===== src/rtl/jedro_1_dram_arbiter.sv =====
// Round-robin arbiter sharing one data RAM port between the LSU (m0) and a secondary master (m1).
// Optional address range check: define JEDRO_1_DRAM_ARB_RANGE_CHECK_EN.
module jedro_1_dram_arbiter #(
  parameter int DATA_WIDTH      = 32,
  parameter int ADDR_WIDTH      = 32,
  parameter int TIMEOUT_CYCLES  = 16,
  parameter int DRAM_SIZE_BYTES = 4096
) (
  input  logic                  clk_i,
  input  logic                  rstn_i,
  input  logic                  m0_stb_i,
  input  logic [3:0]            m0_we_i,
  input  logic [ADDR_WIDTH-1:0] m0_addr_i,
  input  logic [DATA_WIDTH-1:0] m0_wdata_i,
  output logic [DATA_WIDTH-1:0] m0_rdata_o,
  output logic                  m0_ack_o,
  output logic                  m0_err_o,
  input  logic                  m1_stb_i,
  input  logic [3:0]            m1_we_i,
  input  logic [ADDR_WIDTH-1:0] m1_addr_i,
  input  logic [DATA_WIDTH-1:0] m1_wdata_i,
  output logic [DATA_WIDTH-1:0] m1_rdata_o,
  output logic                  m1_ack_o,
  output logic                  m1_err_o,
  output logic                  dram_stb_o,
  output logic [3:0]            dram_we_o,
  output logic [ADDR_WIDTH-1:0] dram_addr_o,
  output logic [DATA_WIDTH-1:0] dram_wdata_o,
  input  logic [DATA_WIDTH-1:0] dram_rdata_i,
  input  logic                  dram_ack_i,
  input  logic                  dram_err_i
);

`ifdef JEDRO_1_DRAM_ARB_RANGE_CHECK_EN
  typedef enum logic [1:0] {IDLE, BUSY, FAULT} state_t;
`else
  typedef enum logic [1:0] {IDLE, BUSY} state_t;
`endif

  localparam int CW = (TIMEOUT_CYCLES > 1) ? $clog2(TIMEOUT_CYCLES) : 1;
  localparam logic [CW-1:0] CMAX =
    (TIMEOUT_CYCLES > 0) ? CW'(TIMEOUT_CYCLES - 1) : '0;

  state_t          state;
  logic            last_grant;
  logic            gnt;
  logic [CW-1:0]   cnt;

  logic                  busy;
  logic                  rsp;
  logic                  tmo;
  logic                  any_req;
  logic                  win;
  logic                  oor;
  logic                  err_x;
  logic                  ack_x;
  logic [3:0]            sel_we;
  logic [ADDR_WIDTH-1:0] sel_addr;
  logic [DATA_WIDTH-1:0] sel_wdata;

  assign busy    = (state == BUSY);
  assign rsp     = dram_ack_i | dram_err_i;
  assign tmo     = busy & ~rsp & (TIMEOUT_CYCLES != 0) & (cnt == CMAX);
  assign any_req = m0_stb_i | m1_stb_i;
  // m1 wins when alone, or when both ask and m0 was served last
  assign win     = m1_stb_i & (~m0_stb_i | ~last_grant);

  assign sel_we    = win ? m1_we_i    : m0_we_i;
  assign sel_addr  = win ? m1_addr_i  : m0_addr_i;
  assign sel_wdata = win ? m1_wdata_i : m0_wdata_i;

`ifdef JEDRO_1_DRAM_ARB_RANGE_CHECK_EN
  assign oor   = (sel_addr >= ADDR_WIDTH'(DRAM_SIZE_BYTES));
  assign err_x = (busy & (dram_err_i | tmo)) | (state == FAULT);
`else
  assign oor   = 1'b0;
  assign err_x = busy & (dram_err_i | tmo);
`endif
  assign ack_x = busy & dram_ack_i & ~dram_err_i;

  assign m0_ack_o   = ack_x & ~gnt;
  assign m1_ack_o   = ack_x &  gnt;
  assign m0_err_o   = err_x & ~gnt;
  assign m1_err_o   = err_x &  gnt;
  assign m0_rdata_o = (busy & ~gnt) ? dram_rdata_i : '0;
  assign m1_rdata_o = (busy &  gnt) ? dram_rdata_i : '0;

  always_ff @(posedge clk_i) begin
    if (!rstn_i) begin
      state        <= IDLE;
      last_grant   <= 1'b1;
      gnt          <= 1'b0;
      cnt          <= '0;
      dram_stb_o   <= 1'b0;
      dram_we_o    <= '0;
      dram_addr_o  <= '0;
      dram_wdata_o <= '0;
    end else begin
      unique case (state)
        IDLE: begin
          if (any_req) begin
            last_grant <= win;
            gnt        <= win;
            cnt        <= '0;
            if (oor) begin
`ifdef JEDRO_1_DRAM_ARB_RANGE_CHECK_EN
              state <= FAULT;
`endif
            end else begin
              dram_stb_o   <= 1'b1;
              dram_we_o    <= sel_we;
              dram_addr_o  <= sel_addr;
              dram_wdata_o <= sel_wdata;
              state        <= BUSY;
            end
          end
        end
        BUSY: begin
          if (rsp || tmo) begin
            dram_stb_o <= 1'b0;
            cnt        <= '0;
            state      <= IDLE;
          end else begin
            cnt <= cnt + 1'b1;
          end
        end
        default: state <= IDLE;
      endcase
    end
  end

endmodule


===== config.mk =====
export PLATFORM = sky130hd
export DESIGN_NAME = jedro_1_dram_arbiter
export DESIGN_NICKNAME = d
export VERILOG_FILES = /design/src/rtl/jedro_1_dram_arbiter.sv
export SDC_FILE = /design/constraint.sdc
export NUM_CORES = 1
export LEC_CHECK = 0
export CAP_MARGIN = 20
export CELL_PAD_IN_SITES_DETAIL_PLACEMENT = 0
export CELL_PAD_IN_SITES_GLOBAL_PLACEMENT = 1
export CORE_MARGIN = 2
export CORE_UTILIZATION = 19
export DETAILED_ROUTE_END_ITERATION = 10
export PLACE_DENSITY_LB_ADDON = 0.1
export SETUP_SLACK_MARGIN = 0.1
export SLEW_MARGIN = 20
export SYNTH_ARGS = -nofsm -noshare
export SYNTH_HDL_FRONTEND = slang
export SYNTH_SLANG_ARGS = --single-unit

===== constraint.sdc =====
create_clock -name clk_i -period 1.13 [get_ports clk_i]
set_input_delay 0.113 -clock clk_i [delete_from_list [all_inputs] [get_ports clk_i]]
set_output_delay 0.113 -clock clk_i [all_outputs]
set_load 0.01 [all_outputs]

Word level (Yosys, flattened, before mapping)
Index checks and enable logic that the tools add are counted.
{"block": "totals", "register_bits": 77, "inputBits": 174, "output_inout_bits": 137, "wordCells": 55}
{"block": "classes", "add_sub_neg": 1, "n_eq_ne": 4, "muxes": 14, "n_bitwise": 21, "n_reduce_logical": 7}
{"op": "$mux 32", "n": 4}
{"op": "$and 1x1->1", "n": 12}
{"op": "$mux 4", "n": 3}
{"op": "$pmux 4 s2", "n": 1}
{"op": "$reduce_and 2->1", "n": 3}
{"op": "$not 1->1", "n": 5}
{"op": "$add 4x1->4 const B", "n": 1}
{"op": "$eq 4x4->1 const B", "n": 1}
{"op": "$mux 2", "n": 2}
{"op": "$or 1x1->1", "n": 4}
{"op": "$pmux 2 s2", "n": 1}
{"op": "$reduce_and 3->1", "n": 1}
{"op": "$eq 2x1->1 const B", "n": 1}
{"op": "$logic_not 2->1", "n": 1}
{"op": "$mux 1", "n": 2}
{"op": "$ne 2x1->1 const B", "n": 1}
{"op": "$ne 2x2->1 const B", "n": 1}
{"op": "$pmux 1 s2", "n": 1}
{"op": "$reduce_bool 2->1", "n": 1}
{"op": "$logic_or 1x1->1", "n": 1}

Logic depth before layout (Yosys ltp)
Gate-level depths: netlist of run 1.
{"block": "depth", "ltp_word": 7, "depth_mapped": 6, "ltp_nobuf": 4}

Least setup slack after synthesis of run 1
OpenSTA, ideal clock, no wires.
{"block": "synth_timing", "path_kind": "reg-to-reg", "start": "register, netlist name dram_stb_o", "end": "register dram_wdata_o[10]", "setup_ps": 137, "arrival_time_ps": 1137, "required_ps": 993, "setup_slack_ps": -144, "stages_incl_launch_ff": 5, "path_buffers": 2, "period_less_slack_ps": 1274, "cell_sequence": "dfxtp_1 o21ba_2 buf_2 clkbuf_1 a31oi_1"}
{"element": "end signal, assigned", "line_no": "113", "source": "dram_wdata_o <= sel_wdata;"}
{"element": "end, declared", "line_no": "28", "source": "output logic [DATA_WIDTH-1:0] dram_wdata_o,"}

==> results of run 1 <==
==> layout by cell type (no fill, tap or decap), types with 2 or more instances in the layout <==
cell             instances
buf_12                  17
and3_4                  28
buf_4                   22
buf_16                  12
clkinv_4                 2
nor2b_4                  2
o21ai_2                 38
clkbuf_2                 2
and2_1                  17
buf_8                    4
clkbuf_1                 2
nand2_1                139
o21ai_4                  2
buf_6                   69
dfxtp_2                 20
and3_1                   4
a21boi_1                 2
buf_2                   83
a31oi_4                  6
nand3b_1                 2
inv_1                    3
clkdlybuf4s50_1        172
dfxtp_4                  2
dfxtp_1                 53
nor2b_1                  2
a31oi_1                 62
o21ai_1                 30
o21ba_4                  2
clkbuf_16               17
and2_4                  16
==> per-layer routing <==
metal | GRT usage | vias to the layer above | wire length [microns]
met5 | 0 | - | 0
met4 | 0.05055 | 0 | 311
met3 | 0.05164 | 20 | 1256
met2 | 0.3105 | 185 | 9988
met1 | 0.2191 | 2362 | 8312
li1 | - | 2461 | -
==> synth_stat cells (all sizes together) <==
cell,n
a21oi,1
nand2,139
a221oi,1
buf,24
a21bo,1
inv,3
ha,1
nand2b,1
nor3b,2
and2,33
nor3,1
a32oi,1
o22ai,1
a21boi,3
nand3b,2
and3,32
o21ai,71
nor2b,4
a31oi,68
dfxtp,75
nand3,2
o21ba,2
o311ai,1
nor4b,1
or3,1
clkbuf,24
and3b,1
nor2,2
==> logic make-up (layout without fill, tap and decap cells) <==
| kind of cell | after synthesis | in the layout | synth area share |
|---|---|---|---|
| flip-flops | 75 | 75 | 0.4101 |
| buffers and inverters | 51 | 408 | 0.06459 |
| adder cells (fa/ha/maj) | 1 | 1 | 0.003417 |
| AND/OR/NAND/NOR | 221 | 221 | 0.2830 |
| AO/OA/AOI/OAI | 150 | 150 | 0.2389 |
==> registers in the layout (all words and copies together), names as in the netlist <==
signal,cells
last_grant,1
dram_addr_o,32
dram_we_o,4
dram_stb_o,1
dram_wdata_o,32
gnt,1
cnt,4
==> worst reg2reg max path, delay by kind of cell (launching register included) <==
| family | cells | cell delay [ps] |
|---|---|---|
| flops | 1 | 360 |
| compound gates | 3 | 500 |
| buf+inv | 4 | 590 |
==> path summary, 6_finish.rpt <==
kind	to	slack, ps	cells past startpoint	startpoint
max	dram_addr_o[26]$_SDFFE_PN0P_	-400	7	dram_stb_o$_SDFFE_PN0P_
min	last_grant$_SDFFE_PN1P_	230	3	rstn_i
min reg2reg	dram_addr_o[31]$_SDFFE_PN0P_	510	2	dram_addr_o[31]$_SDFFE_PN0P_
max reg2reg	dram_addr_o[26]$_SDFFE_PN0P_	-400	7	dram_stb_o$_SDFFE_PN0P_
==> report_power, final <==
part	switching, uW	internal (uW)	leakage, uW	total, uW
Combinational	1420	1920	0.00294	3340
Sequential	169	2920	0.000630	3090
Clock	1240	1730	0.000144	2960
Total	2820	6570	0.00371	9390
==> through the flow <==
| step | area [sq um] | std cells |
|---|---|---|
| 3_3_place_gp | 7303 | 1052 |
| 6_report | 8656 | 1115 |
| 5_1_grt | 8656 | 1115 |
| 3_5_place_dp | 7303 | 1052 |
| 4_1_cts | 7956 | 1099 |
| 2_1_floorplan | 3780 | 498 |
==> what timing repair did <==
item | in CTS | in global routing
buffers inserted | 16 | 12
endpoints found under the setup margin | 212 | 165
resized for setup | 645 | 161
pin swaps | 13 | 11
hold endpoints to repair | 0 | 0
cloned | 15 | 9
==> cell type report <==
class | instances | area share
Tap cell | 260 | 0.03758
Sequential cell | 75 | 0.1772
Timing Repair Buffer | 389 | 0.4644
Inverter | 3 | 0.001301
Clock inverter | 5 | 0.007083
Clock buffer | 11 | 0.02689
Multi-Input combinational cell | 372 | 0.2855
==> key figures, run 1 <==
Timing
  • RSZ-0062 raised after global routing: yes
  • Skew final: 12.95 ps
  • Final setup violation count: 144
  • Rel. slew slack: 0.7690
  • Final period util: 1.354
  • Post-Route Setup TNS: -50840 ps
  • Tmin final: 1530 ps
  • Count of pins over their slew limit: 0
  • Measured slew at the worst slew-check pin: 345.4 ps
  • Setup slack after layout: -400.5 ps
  • Hold Vio Cnt, Final: 0
  • Peak Freq: 0.6534 GHz
  • Min Hold Slack: 229.6 ps

GRT
  • Gr ovfl total: 0
  • Total track usage: 0.1803
  • First-pass GRT wire length: 28320 microns
  • Vias in the first global route: 4910
  • Initial antenna violation count: 0
  • Largest net degree at the start of global routing: 36

Placement
  • Post-DP HPWL: 12260 microns
  • Port Buffers: 310
  • Gpl congestion: 0.8159
  • Pre-CTS WS: -502.0 ps

Setup path
  • Crit path capture type: register
  • Crit path max fanout: 6
  • Crit-path cells: buf_12 -> buf_16 -> o21ba_4 -> buf_6 -> clkbuf_16 -> o21ai_1 -> a31oi_1
  • WP data required: 1400 ps
  • Buf/Inv on CP: 4
  • Worst Setup Start Kind: register
  • WS Path Type: reg2reg
  • Max incr delay on CP: 360 ps
  • CP arrival: 1800 ps
  • Slowest CP cell: dfxtp_4
  • Delay-heaviest family, CP: buffers and inverters

Route
  • Final WL: 19870 microns
  • DR pass1 iterations: 4
  • Routed vias/inst: 4.509
  • DRC Markers: 0
  • Post-route ant nets: 0
  • Drt initial violations: 137
  • WL per Instance: 17.82 microns
  • Via count: 5028

Cells and area
  • Nets: 1025
  • Area of the multi-input gates: 0.002471 sq mm
  • Layout cells sized above 1: 0.4175
  • Fillcell total: 1823
  • FF+latch area: 0.001534 sq mm
  • Diode count: 0
  • Fin util: 0.4597
  • Synth-to-Final Area Change: 136.4%

Floorplan
  • IO Pins: 311
  • Die Y: 142.8 microns
  • Die extent in x: 142.8 microns
  • Area of the die: 0.02039 sq mm
  • Core area: 0.01883 sq mm
  • Placement Rows: 50
  • Starting Density: 0.1944

Power and ir drop
  • Overall power: 9392 uW
  • Leakage: 0.003712 uW
  • Peak supply drop: 0.7377 mV
  • Pwr/cell area: 1085 mW/mm^2

Synthesis
  • Mapped Nets: 673
  • Cell Area, Synth: 0.003661 sq mm
  • Leading area contributor after synthesis: dfxtp_1
  • Register bit total from synthesis: 75
  • Cells after synthesis: 498
  • Synth Warn #: 0
  • Distinct cells, synth: 31
  • Register area share after synthesis: 0.4101
  • Syn avg cell area: 7.351 sq um
  • Top post-synthesis cells by area: dfxtp_1 (41%), nand2_1 (14%), a31oi_1 (12%), and2_1 (5.6%), and3_1 (5.5%)
  • Synth top area share: 0.4101

CTS
  • Clk_lat worst skew: 350 ps
  • Worst-path clk slew: 70 ps
  • H-tree levels: 3
  • Root buffer cell: clkbuf_16
  • CTS Buf Count: 9
  • CTS tree: done
  • Clk buf depth: 2
  • CTS Hold Buffers Added: 0
  • CTS sink count: 75

Status
  • Status: finished, violations left
  • Failing checks: negative setup slack

Min path
  • Min-delay worst type: in2reg

Job
  • Max-cap violations: 0
No activity file was read; power rests on OpenSTA's default activity.
==> run 2: changes to the inputs <==
Settings changed: ABC_AREA set to 1.
==> key figures, run 2 <==
Synthesis
  • Post-synth top cells: nor2_1 (274), nand2_1 (152), inv_1 (114)
  • Most frequent cell after synthesis: nor2_1
  • Adder-cell share of the synthesized area: 0.002984
  • Top post-synthesis cells by area: dfxtp_1 (36%), nor2_1 (25%), nand2_1 (14%), inv_1 (10%), o21ai_1 (7.2%)
  • Synth top area share: 0.3581
  • Register bit total from synthesis: 75
  • Synth Warn #: 0
  • Cells after synthesis: 748
  • Main synth FF type: dfxtp_1
  • Portion of netlist area occupied by mux cells: 0
  • XOR/XNOR Fraction of Synth Area: 0
  • Cell Area, Synth: 0.004193 sq mm
  • Post-synthesis compound-gate area fraction: 0.09370
  • Post-synth ARST share: 0
  • Syn avg cell area: 5.605 sq um
  • Simple-Gate Fraction of Synth Area: 0.3933
  • Mapped Nets: 923
  • Main combinational cell family by area after synthesis: simple AND/OR/NAND/NOR gates
  • Register area share after synthesis: 0.3581
  • Distinct cells, synth: 14
  • Leading area contributor after synthesis: dfxtp_1
  • Post-synth EDFFs: 0

Timing
  • Skew final: 9.526 ps
  • Final period util: 1.318
  • Peak Freq: 0.6716 GHz
  • Setup slack after layout: -359.0 ps
  • Post-Route Setup TNS: -39340 ps
  • RSZ-0062 raised after global routing: yes
  • Measured slew at the worst slew-check pin: 235.4 ps
  • Count of pins over their slew limit: 0
  • Tmin final: 1489 ps
  • Hold Vio Cnt, Final: 0
  • Final setup violation count: 141
  • Rel. slew slack: 0.8431

Setup path
  • Worst reg2reg setup slack: -360 ps
  • Crit path capture type: register
  • Reg2Reg Depth: 10
  • Worst R2R Start: dram_stb_o$_SDFFE_PN0P_
  • Crit. Startpoint: dram_stb_o$_SDFFE_PN0P_
  • Critical Path Sink: dram_addr_o[26]$_SDFFE_PN0P_
  • Worst Setup Start Kind: register
  • WS Path Type: reg2reg
  • CP arrival: 1730 ps
  • WP data required: 1370 ps
  • Crit path max fanout: 6
  • R2r endpoint: dram_addr_o[26]$_SDFFE_PN0P_

Placement
  • Port Buffers: 310
  • Post-Place Cell Area: 0.007999 sq mm
  • Gpl congestion: 0.7604
  • Post-DP HPWL: 12840 microns
  • Dpl cells: 1326

Cells and area
  • Final non-filler cell total: 1385
  • Area of the multi-input gates: 0.002967 sq mm
  • Layout cells sized above 1: 0.3837
  • Fin util: 0.4420
  • Final instance area: 0.009615 sq mm
  • Diode count: 0
  • Fillcell total: 2349
  • Synth-to-Final Area Change: 129.3%
  • Nets: 1275
  • Top Registers: dram_addr_o: 32 flops, dram_wdata_o: 32 flops
  • Commonest non-fill, non-tap cell in the layout: nor2_1
  • Most frequent cells in the layout: nor2_1 (189), clkdlybuf4s50_1 (172), nand2_1 (115)
  • FF+latch area: 0.001531 sq mm

CTS
  • Clk_lat worst skew: 340 ps
  • Clk buf depth: 2
  • H-tree levels: 3
  • Root buffer cell: clkbuf_16
  • CTS sink count: 75
  • CTS tree: done
  • CTS Hold Buffers Added: 0
  • Worst-path clk slew: 70 ps
  • CTS Buf Count: 9

Status
  • Failing checks: negative setup slack
  • Status: finished, violations left

Floorplan
  • Core area: 0.02176 sq mm
  • IO Pins: 311
  • Starting Density: 0.1927
  • Die Y: 152.6 microns
  • Area of the die: 0.02327 sq mm
  • Placement Rows: 54
  • Die extent in x: 152.6 microns

Route
  • Final WL: 20240 microns
  • WL per Instance: 14.62 microns
  • DRC Markers: 0
  • Post-route ant nets: 0
  • DR pass1 iterations: 7
  • Via count: 5600
  • Routed vias/inst: 4.043
  • Drt initial violations: 145

Power and ir drop
  • Pwr/cell area: 997.4 mW/mm^2
  • Peak supply drop: 0.5986 mV
  • Leakage: 0.004667 uW
  • Overall power: 9591 uW

GRT
  • First-pass GRT wire length: 30990 microns
  • Total track usage: 0.1680
  • Largest net degree at the start of global routing: 39
  • Initial antenna violation count: 0
  • Gr ovfl total: 0
  • Vias in the first global route: 5316

Min path
  • Min-delay worst type: in2reg

Job
  • Max-cap violations: 0
[run 2: cell count changes after synthesis, moves of 13 or more]
cell	delta
o21ai_0	-26
nor2_1	+272
inv_1	+111
nand2_1	+13
and3_1	-32
o21ai_1	+26
a31oi_1	-68
and2_1	-33
[run 2: report_power, final]
group	internal (uW)	switching [uW]
combinational	2030	1730
clock	1500	1240
sequential	2920	161
[run 2: how the worst min path moves through the flow]
stage                  start                            end  slack, ps  cells after the start
floorplan           m1_stb_i        last_grant$_SDFFE_PN1P_        290                      2
global placement      rstn_i  dram_wdata_o[11]$_SDFFE_PN0P_        440                      3
detailed placement    rstn_i  dram_wdata_o[11]$_SDFFE_PN0P_        440                      3
CTS                   rstn_i  dram_wdata_o[11]$_SDFFE_PN0P_         90                      3
global route          rstn_i  dram_wdata_o[11]$_SDFFE_PN0P_         70                      3
finish                rstn_i  dram_wdata_o[11]$_SDFFE_PN0P_         80                      3
[run 2: per-stage QoR]
stage / worst slack [ps] / hold WS (ps)
CTS: -352.2 / 85.82
finish: -359.0 / 75.32
global route: -423.1 / 72.02
detailed placement: -537.7 / 440.7
global placement: -530.8 / 441.7
floorplan: 81.92 / 294.8
[run 2: per-layer routing]
metal	up-vias	global-route usage	wire length, microns
met3	20	0.05148	1360
met2	180	0.2909	9887
met5	-	0	0
li1	2916	-	-
met1	2484	0.2070	8665
met4	0	0.03351	328
[run 2: worst max-delay path, stage by stage, from the launching register on]
cell and delay, ps:
dfxtp_4 360, buf_6 120, a21oi_4 150, buf_12 130, buf_6 90, buf_12 100, buf_8 120, buf_16 130
nand2_1 50, nor2_1 80, nor2_1 50
[run 2: cells by family after synthesis]
group	count (synthesis)
AND/OR/NAND/NOR	436
buffers and inverters	158
AO/OA/AOI/OAI	78
flip-flops	75
adder cells (fa/ha/maj)	1
[run 2: layout make-up]
type                            instances  area share
Timing Repair Buffer                  384      0.4208
Clock inverter                          5    0.004034
Multi-Input combinational cell        515      0.3085
Tap cell                              280     0.03643
Inverter                              115     0.04671
Sequential cell                        75      0.1593
Clock buffer                           11     0.02420
[run 2: repair_timing]
action	in CTS	in global routing
resized for setup	641	236
setup endpoints to repair	212	178
setup buffers	19	9
pin swaps	15	57
gates cloned	20	2
